File: src/rtl/lrn_window_engine_if.sv
// Pixel-in / result-out bundle for lrn_window_engine.
// lrn_bypass exists only when LRN_BYPASS_EN is defined.
interface lrn_window_engine_if #(
    parameter int DATA_WIDTH = 16
);
    logic                  r_data_valid;
    logic [DATA_WIDTH-1:0] r_data;
    logic                  clear_window;
`ifdef LRN_BYPASS_EN
    logic                  lrn_bypass;
`endif
    logic                  full_flag;
    logic                  div_out_valid;
    logic [DATA_WIDTH-1:0] w_data;
    logic                  normalized_window;
    logic                  overflow_err;

    modport master (
`ifdef LRN_BYPASS_EN
        output lrn_bypass,
`endif
        output r_data_valid, r_data, clear_window,
        input  full_flag, div_out_valid, w_data, normalized_window, overflow_err
    );

    modport slave (
`ifdef LRN_BYPASS_EN
        input  lrn_bypass,
`endif
        input  r_data_valid, r_data, clear_window,
        output full_flag, div_out_valid, w_data, normalized_window, overflow_err
    );
endinterface

File: src/rtl/lrn_window_engine.sv
// Cross-channel LRN engine: sliding pixel window, serial sum of squares, restoring divide.
// Optional macro LRN_BYPASS_EN adds lrn_bypass, which returns the centre pixel unnormalised.
module lrn_window_engine #(
    parameter int DATA_WIDTH  = 16,
    parameter int WIN_DEPTH   = 5,
    parameter int FRAC_BITS   = 8,
    parameter int K_CONST     = 2,
    parameter int ALPHA_SHIFT = 4
) (
    input  logic core_clk,
    input  logic reset_n,
    lrn_window_engine_if.slave bus
);
    localparam int QW     = DATA_WIDTH + FRAC_BITS;
    localparam int DW2    = 2 * DATA_WIDTH;
    localparam int SW     = DW2 + $clog2(WIN_DEPTH);
    localparam int CW     = $clog2(WIN_DEPTH + 1);
    localparam int SPW    = $clog2(QW + 1);
    localparam int CENTRE = WIN_DEPTH / 2;

    typedef enum logic [2:0] {
        S_FILL,
        S_SUMSQ,
        S_DIVIDE,
        S_OUTPUT,
        S_SLIDE
    } state_t;

    state_t                r_state;
    state_t                w_state_next;
    logic [CW-1:0]         r_count;
    logic [SPW-1:0]        r_step;
    logic [SW-1:0]         r_sum;
    logic [DW2-1:0]        r_denom;
    logic [DW2-1:0]        r_rem;
    logic [QW-1:0]         r_dividend;
    logic [QW-1:0]         r_quot;
    logic [DATA_WIDTH-1:0] r_wdata;
    logic                  r_overflow;

    logic [DATA_WIDTH-1:0] w_win [WIN_DEPTH];
    logic [DATA_WIDTH-1:0] w_sel;
    logic [DATA_WIDTH-1:0] w_centre;
    logic [DW2-1:0]        w_sq;
    logic [SW-1:0]         w_sum_sh;
    logic [SW:0]           w_denom_full;
    logic [DW2:0]          w_rem_sh;
    logic [DW2:0]          w_rem_sub;
    logic                  w_ge;
    logic [QW-1:0]         w_quot_next;
    logic [DATA_WIDTH-1:0] w_quot_sat;
    logic                  w_push_ok;
    logic                  w_push_drop;
    logic                  w_slide;
    logic                  w_bypass;
    logic                  w_unused;

    assign w_push_ok   = bus.r_data_valid && !bus.clear_window && (r_state == S_FILL);
    assign w_push_drop = bus.r_data_valid && !bus.clear_window && (r_state != S_FILL);
    assign w_slide     = (r_state == S_SLIDE) && !bus.clear_window;

`ifdef LRN_BYPASS_EN
    assign w_bypass = bus.lrn_bypass && (r_state == S_SUMSQ) && (r_step == '0);
`else
    assign w_bypass = 1'b0;
`endif

    // Entry 0 is the oldest pixel; a slide moves every entry one place towards 0.
    generate
        for (genvar gi = 0; gi < WIN_DEPTH; gi++) begin : g_win
            logic [DATA_WIDTH-1:0] r_entry;
            logic [DATA_WIDTH-1:0] w_shift_in;

            if (gi < WIN_DEPTH - 1) begin : g_mid
                assign w_shift_in = w_win[gi+1];
            end else begin : g_top
                assign w_shift_in = r_entry;
            end

            always_ff @(posedge core_clk) begin
                if (!reset_n) begin
                    r_entry <= '0;
                end else if (w_push_ok && (r_count == CW'(gi))) begin
                    r_entry <= bus.r_data;
                end else if (w_slide) begin
                    r_entry <= w_shift_in;
                end
            end

            assign w_win[gi] = r_entry;
        end
    endgenerate

    always_comb begin
        w_sel = '0;
        for (int i = 0; i < WIN_DEPTH; i++) begin
            if (r_step == SPW'(i)) begin
                w_sel = w_win[i];
            end
        end
    end

    assign w_centre     = w_win[CENTRE];
    assign w_sq         = DW2'(w_sel) * DW2'(w_sel);
    assign w_sum_sh     = r_sum >> ALPHA_SHIFT;
    assign w_denom_full = {1'b0, w_sum_sh} + (SW + 1)'(K_CONST);

    // One restoring step: bring down the next dividend bit, subtract if it fits.
    assign w_rem_sh    = {r_rem, r_dividend[QW-1]};
    assign w_rem_sub   = w_rem_sh - {1'b0, r_denom};
    assign w_ge        = (w_rem_sh >= {1'b0, r_denom});
    assign w_quot_next = {r_quot[QW-2:0], w_ge};
    assign w_quot_sat  = (|w_quot_next[QW-1:DATA_WIDTH]) ? '1 : w_quot_next[DATA_WIDTH-1:0];
    assign w_unused    = &{1'b0, w_rem_sh[DW2], w_rem_sub[DW2], r_quot[QW-1]};

    always_ff @(posedge core_clk) begin
        if (!reset_n) begin
            r_state <= S_FILL;
        end else begin
            r_state <= w_state_next;
        end
    end

    always_comb begin
        w_state_next = r_state;
        if (bus.clear_window) begin
            w_state_next = S_FILL;
        end else begin
            case (r_state)
                S_FILL: begin
                    if (w_push_ok && (r_count == CW'(WIN_DEPTH - 1))) begin
                        w_state_next = S_SUMSQ;
                    end
                end
                S_SUMSQ: begin
                    if (w_bypass) begin
                        w_state_next = S_OUTPUT;
                    end else if (r_step == SPW'(WIN_DEPTH - 1)) begin
                        w_state_next = S_DIVIDE;
                    end
                end
                S_DIVIDE: begin
                    if (r_step == SPW'(QW)) begin
                        w_state_next = S_OUTPUT;
                    end
                end
                S_OUTPUT: w_state_next = S_SLIDE;
                S_SLIDE:  w_state_next = S_FILL;
                default:  w_state_next = S_FILL;
            endcase
        end
    end

    always_ff @(posedge core_clk) begin
        if (!reset_n) begin
            r_count    <= '0;
            r_step     <= '0;
            r_sum      <= '0;
            r_denom    <= '0;
            r_rem      <= '0;
            r_dividend <= '0;
            r_quot     <= '0;
            r_wdata    <= '0;
            r_overflow <= 1'b0;
        end else begin
            // r_step restarts on every state change, so it counts cycles within a state.
            r_step <= (w_state_next != r_state) ? '0 : r_step + 1'b1;
            if (w_push_drop) begin
                r_overflow <= 1'b1;
            end
            if (bus.clear_window) begin
                r_count <= '0;
            end else begin
                if (w_push_ok) begin
                    r_count <= r_count + 1'b1;
                end else if (r_state == S_SLIDE) begin
                    r_count <= CW'(WIN_DEPTH - 1);
                end
                case (r_state)
                    S_SUMSQ: begin
                        r_sum <= ((r_step == '0) ? '0 : r_sum) + SW'(w_sq);
                        if (w_bypass) begin
                            r_wdata <= w_centre;
                        end
                    end
                    S_DIVIDE: begin
                        if (r_step == '0) begin
                            r_denom    <= (|w_denom_full[SW:DW2]) ? '1 : w_denom_full[DW2-1:0];
                            r_dividend <= {w_centre, {FRAC_BITS{1'b0}}};
                            r_rem      <= '0;
                            r_quot     <= '0;
                        end else begin
                            r_rem      <= w_ge ? w_rem_sub[DW2-1:0] : w_rem_sh[DW2-1:0];
                            r_dividend <= {r_dividend[QW-2:0], 1'b0};
                            r_quot     <= w_quot_next;
                            if (r_step == SPW'(QW)) begin
                                r_wdata <= w_quot_sat;
                            end
                        end
                    end
                    default: ;
                endcase
            end
        end
    end

    assign bus.full_flag         = (r_state == S_SUMSQ) || (r_state == S_DIVIDE) || (r_state == S_OUTPUT);
    assign bus.div_out_valid     = (r_state == S_OUTPUT);
    assign bus.normalized_window = (r_state == S_SLIDE);
    assign bus.w_data            = r_wdata;
    assign bus.overflow_err      = r_overflow;
endmodule

File: src/flat_wrapper.sv
// flat-port wrapper written by rule: the top's interface ports become plain ports
module lrn_window_engine_flat 
#(
    parameter int DATA_WIDTH  = 16,
    parameter int WIN_DEPTH   = 5,
    parameter int FRAC_BITS   = 8,
    parameter int K_CONST     = 2,
    parameter int ALPHA_SHIFT = 4
)
  (core_clk, reset_n, bus_r_data_valid, bus_r_data, bus_clear_window, bus_full_flag, bus_div_out_valid, bus_w_data, bus_normalized_window, bus_overflow_err);
  lrn_window_engine_if #(.DATA_WIDTH(DATA_WIDTH)) bus_i ();
  input  logic core_clk;
  input  logic reset_n;
  input wire logic [$bits(bus_i.r_data_valid)-1:0] bus_r_data_valid;
  input wire logic [$bits(bus_i.r_data)-1:0] bus_r_data;
  input wire logic [$bits(bus_i.clear_window)-1:0] bus_clear_window;
  output wire logic [$bits(bus_i.full_flag)-1:0] bus_full_flag;
  output wire logic [$bits(bus_i.div_out_valid)-1:0] bus_div_out_valid;
  output wire logic [$bits(bus_i.w_data)-1:0] bus_w_data;
  output wire logic [$bits(bus_i.normalized_window)-1:0] bus_normalized_window;
  output wire logic [$bits(bus_i.overflow_err)-1:0] bus_overflow_err;
  assign bus_i.r_data_valid = bus_r_data_valid;
  assign bus_i.r_data = bus_r_data;
  assign bus_i.clear_window = bus_clear_window;
  assign bus_full_flag = bus_i.full_flag;
  assign bus_div_out_valid = bus_i.div_out_valid;
  assign bus_w_data = bus_i.w_data;
  assign bus_normalized_window = bus_i.normalized_window;
  assign bus_overflow_err = bus_i.overflow_err;
  lrn_window_engine #(.DATA_WIDTH(DATA_WIDTH), .WIN_DEPTH(WIN_DEPTH), .FRAC_BITS(FRAC_BITS), .K_CONST(K_CONST), .ALPHA_SHIFT(ALPHA_SHIFT)) u_core (.core_clk(core_clk), .reset_n(reset_n), .bus(bus_i));
endmodule
File: config.mk
export PLATFORM = sky130hd
export DESIGN_NAME = lrn_window_engine_flat
export DESIGN_NICKNAME = d
export VERILOG_FILES = /design/src/rtl/lrn_window_engine_if.sv /design/src/rtl/lrn_window_engine.sv /design/src/flat_wrapper.sv
export SDC_FILE = /design/constraint.sdc
export NUM_CORES = 1
export LEC_CHECK = 0
export ABC_AREA = 1
export CORE_MARGIN = 1.5
export CORE_UTILIZATION = 39
export DETAILED_ROUTE_END_ITERATION = 8
export HOLD_SLACK_MARGIN = 0.12
export PLACE_DENSITY = 0.53
export SYNTH_ARGS = -nofsm -noshare
export SYNTH_HDL_FRONTEND = slang
export SYNTH_SLANG_ARGS = --single-unit
File: constraint.sdc
create_clock -name core_clk -period 14.4 [get_ports core_clk]
set_clock_uncertainty 0.15 [all_clocks]
set_input_delay 1.44 -clock core_clk [delete_from_list [all_inputs] [get_ports core_clk]]
set_output_delay 1.44 -clock core_clk [all_outputs]
set_load 0.02 [all_outputs]
==> results.json, run 1 <==
{
  "rrSetupSlack_ns": 5.84,
  "synth.most_common_cell": "nand2_1",
  "port_buffers": 39,
  "hold_start": "u_core.r_sum[0]",
  "cts_tree": "built",
  "ys_ff_latch": 246,
  "irDropWorstVdd_uv": 95.9,
  "drt_iter0_drc": 1483,
  "cts_hold_buffers": 0,
  "holdCritPathClass": "flip-flop to flip-flop",
  "cts_root_buffer": "clkbuf_16",
  "async_reset_ff_share_pct": 0,
  "core_area_mm2": 0.0576,
  "fmax_ghz": 0.117,
  "flow.area_growth_from_synthesis_pct": 8.24,
  "worstSetupPathType": "flip-flop to flip-flop",
  "h-tree-depth": 1,
  "postCtsResizedCells": 0,
  "ff2ff_path_depth": 29,
  "critPathRequiredTime_ns": 14.71,
  "dp_hpwl_um": 54300,
  "via_per_inst": 5.07,
  "multi_input_area_mm2": 0.0147,
  "syn_inst": 3242,
  "hold_viol_final": 0,
  "hold_depth": 2,
  "yosys.cell_types.count": 50,
  "clkTransAtPathRegs_ns": 0.07,
  "fin_crit_ns": 8.56,
  "grt_max_degree": 83,
  "grt_use_total_pct": 23.4,
  "ant_nets": 0,
  "crit_slowest_cell": "nand3_1",
  "routed_wl_um": 68700,
  "rr_startpoint": "u_core.r_step[0]",
  "fin_tns_setup_ns": 0,
  "worstMarginPinSlew_ns": 1.01,
  "die_h_um": 244,
  "synth_warnings": 0,
  "crit_path_start_kind": "flip-flop",
  "yosys-top-cells-count": "855 x nand2_1, 641 x inv_1, 246 x dfxtp_1, 236 x nor2_1, 196 x fa_1",
  "rsz0062_at_grt": "false",
  "synth_ff_type": "dfxtp_1",
  "r2r-end": "u_core.r_sum[24]",
  "setup_viol": 0,
  "antenna_found_initial": 0,
  "clk_latency_ns": 0.57,
  "synth_area_leaders": "dfxtp_1 22%, fa_1 17%, nand2_1 14%",
  "min_to": "u_core.r_sum[0]",
  "vias": 20300,
  "gp_congestion": 0.948,
  "seq_area_mm2": 0.00492,
  "drt-wirelength-per-cell_um": 17.2,
  "grt_pass1_wl_um": 112000,
  "outcome": "finished, final reports clean",
  "fill_cells": 6104,
  "relSlewSlack_pct": 32.8,
  "cts.path.max_buffers": 3,
  "synth.top_cell.area_share_pct": 21.8,
  "worst_ep_arrival_time_ns": 8.87,
  "crit_buf_inv": 8,
  "worstSetupEndpointType": "flip-flop",
  "drive_gt1_share_pct": 4.30,
  "worst-path-max-fanout": 32,
  "powerDensity_mw_per_mm2": 78.3,
  "synth_fp_nets": 3607,
  "first_pass_iters": 7,
  "avgSynthCellArea_um2": 6.98,
  "period_share_pct": 59.4,
  "first_global_vias": 20500,
  "cts_made_buffers": 29,
  "synth_edf_count": 0,
  "post_dp_cell_area_mm2": 0.0235,
  "ys_seq_area_share_pct": 21.8,
  "slew_viol_final": 0,
  "final_net_count": 3578,
  "cp_top_family": "adder cells",
  "dieWidth_um": 244,
  "cts_post_setup_buffers_inserted": 0,
  "synth_area_leader_cell": "dfxtp_1",
  "dieArea_mm2": 0.0595,
  "finalInstanceArea_mm2": 0.0245,
  "max_cap_violations": 0,
  "clock_sinks": 246,
  "leakage_nw": 11.7,
  "cp_slowest_stage_delay_ns": 0.66,
  "core.rowCount": 88,
  "fin_util_pct": 42.5,
  "drcViolationCount": 0,
  "power_mw": 1.92,
  "synth_area_mm2": 0.0226,
  "cp_common_cell": "inv_1",
  "initial_core_util_pct": 39.3,
  "num_antenna_cells": 0,
  "num_io_pins": 40,
  "grt_overflow": 0
}
-- worst min-delay path, stage by stage (launching register included) --
cell     delay (ns)
dfxtp_1        0.30
inv_1          0.06
a21oi_1        0.06
-- worst max-delay path by stage --
stage | start | end | slack, ns | cells after the start
CTS | u_core.r_step[0] | u_core.r_sum[24] | 5.93 | 32
finish | u_core.r_step[0] | u_core.r_sum[24] | 5.84 | 29
global route | u_core.r_step[0] | u_core.r_sum[24] | 5.46 | 32
detailed placement | u_core.r_step[0] | u_core.r_sum[24] | 5.92 | 32
floorplan | u_core.r_step[0] | u_core.r_sum[24] | 7.93 | 32
global placement | u_core.r_step[2] | u_core.r_sum[24] | 6.08 | 28
-- metal layers --
metal | track usage [%] | share of wire, % | vias to the layer above
li1 | - | - | 10000
met1 | 33.1 | 48 | 9674
met2 | 38.5 | 45 | 481
met3 | 2.32 | 4.5 | 91
met4 | 5.17 | 2.1 | 0
met5 | 0 | 0 | -
-- registers in the layout, indices dropped and copies added, names as in the netlist, 16 cells and up --
signal,cells
u_core.r_denom,32
u_core.r_quot,23
u_core.g_win.w_shift_in,64
u_core.r_rem,32
u_core.bus.w_data,16
u_core.r_sum,35
u_core.r_dividend,16
u_core.g_win.r_entry,16
-- power by group --
| group | internal, mW | total [mW] | switching [mW] | leakage (nW) |
|---|---|---|---|---|
| sequential | 0.685 | 0.689 | 0.00384 | 1.98 |
| combinational | 0.156 | 0.478 | 0.322 | 9.20 |
| clock | 0.445 | 0.751 | 0.306 | 0.465 |
-- layout by cell type (no fill, tap or decap), types with 7 or more instances in the layout --
| master | n |
|---|---|
| or2_2 | 8 |
| a21oi_1 | 177 |
| o21ai_0 | 112 |
| inv_2 | 12 |
| o221a_2 | 15 |
| nand4_1 | 25 |
| inv_1 | 641 |
| o211ai_1 | 21 |
| ha_1 | 149 |
| nor2_2 | 12 |
| nor2_1 | 235 |
| nand2_1 | 855 |
| o21bai_1 | 9 |
| buf_4 | 13 |
| xnor2_1 | 23 |
| nand3b_1 | 25 |
| fa_1 | 196 |
| clkdlybuf4s50_1 | 38 |
| nand3_2 | 10 |
| nor3_1 | 19 |
| dfxtp_1 | 246 |
| nor4_1 | 10 |
| xor2_1 | 34 |
| a31oi_1 | 80 |
| clkbuf_16 | 29 |
| nand3_1 | 168 |
| a221oi_1 | 7 |
-- stage by stage --
stage | cells | setup WS [ns] | hold WS (ns)
detailed placement | 3947 | 5.92 | 0.300
finish | 3998 | 5.84 | 0.306
floorplan | 3242 | 7.93 | 0.280
CTS | 3998 | 5.93 | 0.309
global placement | 3947 | 6.08 | 0.292
global route | 3998 | 5.46 | 0.329
-- final cells by class --
type | instances | share of cell area, %
multi-input combinational | 2229 | 60.1
sequential | 246 | 20.1
inverter | 655 | 10.1
tap | 765 | 3.91
clock buffer | 39 | 3.28
timing repair buffer | 52 | 1.97
clock inverter | 12 | 0.633
-- kinds of logic after synthesis --
group,count (synthesis),synth area share [%]
and+or+nand+nor,1384,25.7
buffers and inverters,767,13.3
AOI/OAI and AO/OA,442,11.4
adders and majority gates,345,25.6
DFF,246,21.8
xor gates and xnor gates,57,2.21
muxes,1,0.0497
(Power assumes the default switching activity.)
==> inputs of run 2 (changes only) <==
--- a/config.mk
+++ b/config.mk
@@ -10,7 +10,7 @@
 export CORE_UTILIZATION = 39
 export DETAILED_ROUTE_END_ITERATION = 8
 export HOLD_SLACK_MARGIN = 0.12
-export PLACE_DENSITY = 0.53
+export PLACE_DENSITY = 0.55
 export SYNTH_ARGS = -nofsm -noshare
 export SYNTH_HDL_FRONTEND = slang
 export SYNTH_SLANG_ARGS = --single-unit
==> constraint.sdc (replaced) <==
create_clock -name core_clk -period 7.85 [get_ports core_clk]
set_clock_uncertainty 0.15 [all_clocks]
set_input_delay 0.785 -clock core_clk [delete_from_list [all_inputs] [get_ports core_clk]]
set_output_delay 0.785 -clock core_clk [all_outputs]
set_load 0.02 [all_outputs]
==> run 2 against run 1 <==
  * Combinational power increased by 90%
  * Sequential cell count unchanged
  * Wire length increased by 3.1%
  * Final cell count rose by 0.88%
  * Non-clock buffer count increased by 35
  * Count of clock-buffer cells in the layout shrank 1
  * Worst setup slack got worse by 5.5 ns
  * Largest cell class unchanged
  * Largest power group unchanged
==> results.json, run 2 (synthesized netlist as in run 1, its figures left out) <==
{
  "outcome": "finished, final reports clean",
  "h-tree-depth": 1,
  "core.rowCount": 88,
  "first_global_vias": 20400,
  "cts_hold_buffers": 0,
  "holdCritPathClass": "flip-flop to flip-flop",
  "dp_hpwl_um": 56100,
  "crit_path_start_kind": "flip-flop",
  "max_cap_violations": 0,
  "relSlewSlack_pct": 22.9,
  "crit_buf_inv": 11,
  "grt_pass1_wl_um": 113000,
  "powerDensity_mw_per_mm2": 141,
  "r2r-end": "u_core.r_sum[24]",
  "dieWidth_um": 244,
  "cp_top_family": "adder cells",
  "flow.area_growth_from_synthesis_pct": 9.39,
  "critPathRequiredTime_ns": 8.15,
  "power_mw": 3.50,
  "worst_ep_arrival_time_ns": 7.79,
  "rr_startpoint": "u_core.r_step[0]",
  "dieArea_mm2": 0.0595,
  "ff2ff_path_depth": 34,
  "fmax_ghz": 0.133,
  "leakage_nw": 11.8,
  "drive_gt1_share_pct": 5.45,
  "worstSetupEndpointType": "flip-flop",
  "die_h_um": 244,
  "fin_crit_ns": 7.49,
  "fill_cells": 5981,
  "cp_slowest_stage_delay_ns": 0.55,
  "cts_tree": "built",
  "initial_core_util_pct": 39.3,
  "crit_slowest_cell": "fa_1",
  "slew_viol_final": 0,
  "fin_tns_setup_ns": 0,
  "worst-path-max-fanout": 13,
  "drcViolationCount": 0,
  "clk_latency_ns": 0.56,
  "drt-wirelength-per-cell_um": 17.6,
  "core_area_mm2": 0.0576,
  "drt_iter0_drc": 1405,
  "grt_max_degree": 84,
  "worstMarginPinSlew_ns": 1.15,
  "grt_use_total_pct": 23.8,
  "hold_depth": 2,
  "ant_nets": 0,
  "rrSetupSlack_ns": 0.36,
  "cp-endpoint": "u_core.r_sum[24]",
  "startpoint": "u_core.r_step[0]",
  "port_buffers": 39,
  "cp_common_cell": "inv_1",
  "num_antenna_cells": 0,
  "first_pass_iters": 6,
  "irDropWorstVdd_uv": 142,
  "gp_congestion": 0.928,
  "cts_root_buffer": "clkbuf_16",
  "setup_viol": 0,
  "rsz0062_at_grt": "false",
  "cp.depth": 34,
  "hold_viol_final": 0,
  "grt_overflow": 0,
  "largest_reg_flops": 64,
  "routed_wl_um": 70900,
  "clkTransAtPathRegs_ns": 0.06,
  "num_io_pins": 40,
  "cts.path.max_buffers": 3,
  "worstSetupPathType": "flip-flop to flip-flop",
  "via_per_inst": 5.06,
  "period_share_pct": 95.5,
  "cts_made_buffers": 28,
  "final_net_count": 3612,
  "final_cell_mix": "855 x nand2_1, 641 x inv_1, 246 x dfxtp_1, 235 x nor2_1, 196 x fa_1",
  "final_common_cell": "nand2_1",
  "antenna_found_initial": 0,
  "clock_sinks": 246,
  "vias": 20400
}
run 2: changes by cell type in the layout (fill, tap and decap cells not counted), sizes merged:
cell / delta
buf: +35
clkinv: +2
clkinvlp: +2
bufinv: -1
clkbuf: -1
inv: -2
run 2: worst min-delay path by stage:
stage | from | to | slack (ns)
2_1_floorplan | u_core.r_sum[0] | u_core.r_sum[0] | 0.28
3_3_place_gp | u_core.r_sum[0] | u_core.r_sum[0] | 0.29
3_5_place_dp | u_core.r_sum[3] | u_core.r_sum[3] | 0.30
6_report | u_core.r_sum[3] | u_core.r_sum[3] | 0.30
5_1_grt | u_core.r_denom[23] | u_core.r_denom[23] | 0.33
4_1_cts | u_core.r_sum[3] | u_core.r_sum[3] | 0.31
run 2: power breakdown:
group	leakage [nW]	internal, mW	total [mW]	switching [mW]
clock	0.449	0.778	1.33	0.553
combinational	9.40	0.312	0.906	0.594
sequential	1.98	1.26	1.26	0.00789
total	11.8	2.35	3.50	1.16
run 2: per-layer routing:
| metal | vias up | track usage, % | part of all wire, % | wire [um] |
|---|---|---|---|---|
| li1 | 10100 | - | - | - |
| met1 | 9662 | 32.3 | 46 | 32400 |
| met2 | 557 | 40.4 | 47 | 33000 |
| met3 | 92 | 2.78 | 5.3 | 3770 |
| met4 | 0 | 5.70 | 2.4 | 1720 |
| met5 | - | 0 | 0 | 0 |
run 2: cell type report:
class,count,area (um2),share of cell area [%]
clock buffers,38,800,3.23
clock inverters,13,129,0.520
inverters,655,2460,9.95
multi-input cells,2229,14700,59.5
flip-flops and latches,246,4920,19.9
well taps,765,957,3.87
repair buffers,87,758,3.06
run 2: tightest hold or removal path, stage by stage, from the launching register on:
cell and delay [ns]:
dfxtp_1 0.29, inv_1 0.06, a21oi_1 0.05
run 2: metrics by stage:
step / hold slack [ns] / setup slack [ns] / utilization [%] / instances / area [um2]
global placement: 0.293 / 0.339 / 41.3 / 3981 / 23800
finish: 0.303 / 0.355 / 43.0 / 4033 / 24800
detailed placement: 0.296 / 0.235 / 41.3 / 3981 / 23800
global route: 0.333 / 0.0174 / 43.0 / 4033 / 24800
floorplan: 0.280 / 1.38 / - / 3242 / 22600
CTS: 0.305 / 0.251 / 43.0 / 4032 / 24700
run 2: what timing repair did:
| action | 4_1_cts | 5_1_grt |
|---|---|---|
| endpoints found under the setup margin | 0 | 8 |
| resized for setup | 0 | 3 |
| setup buffers | 0 | 1 |
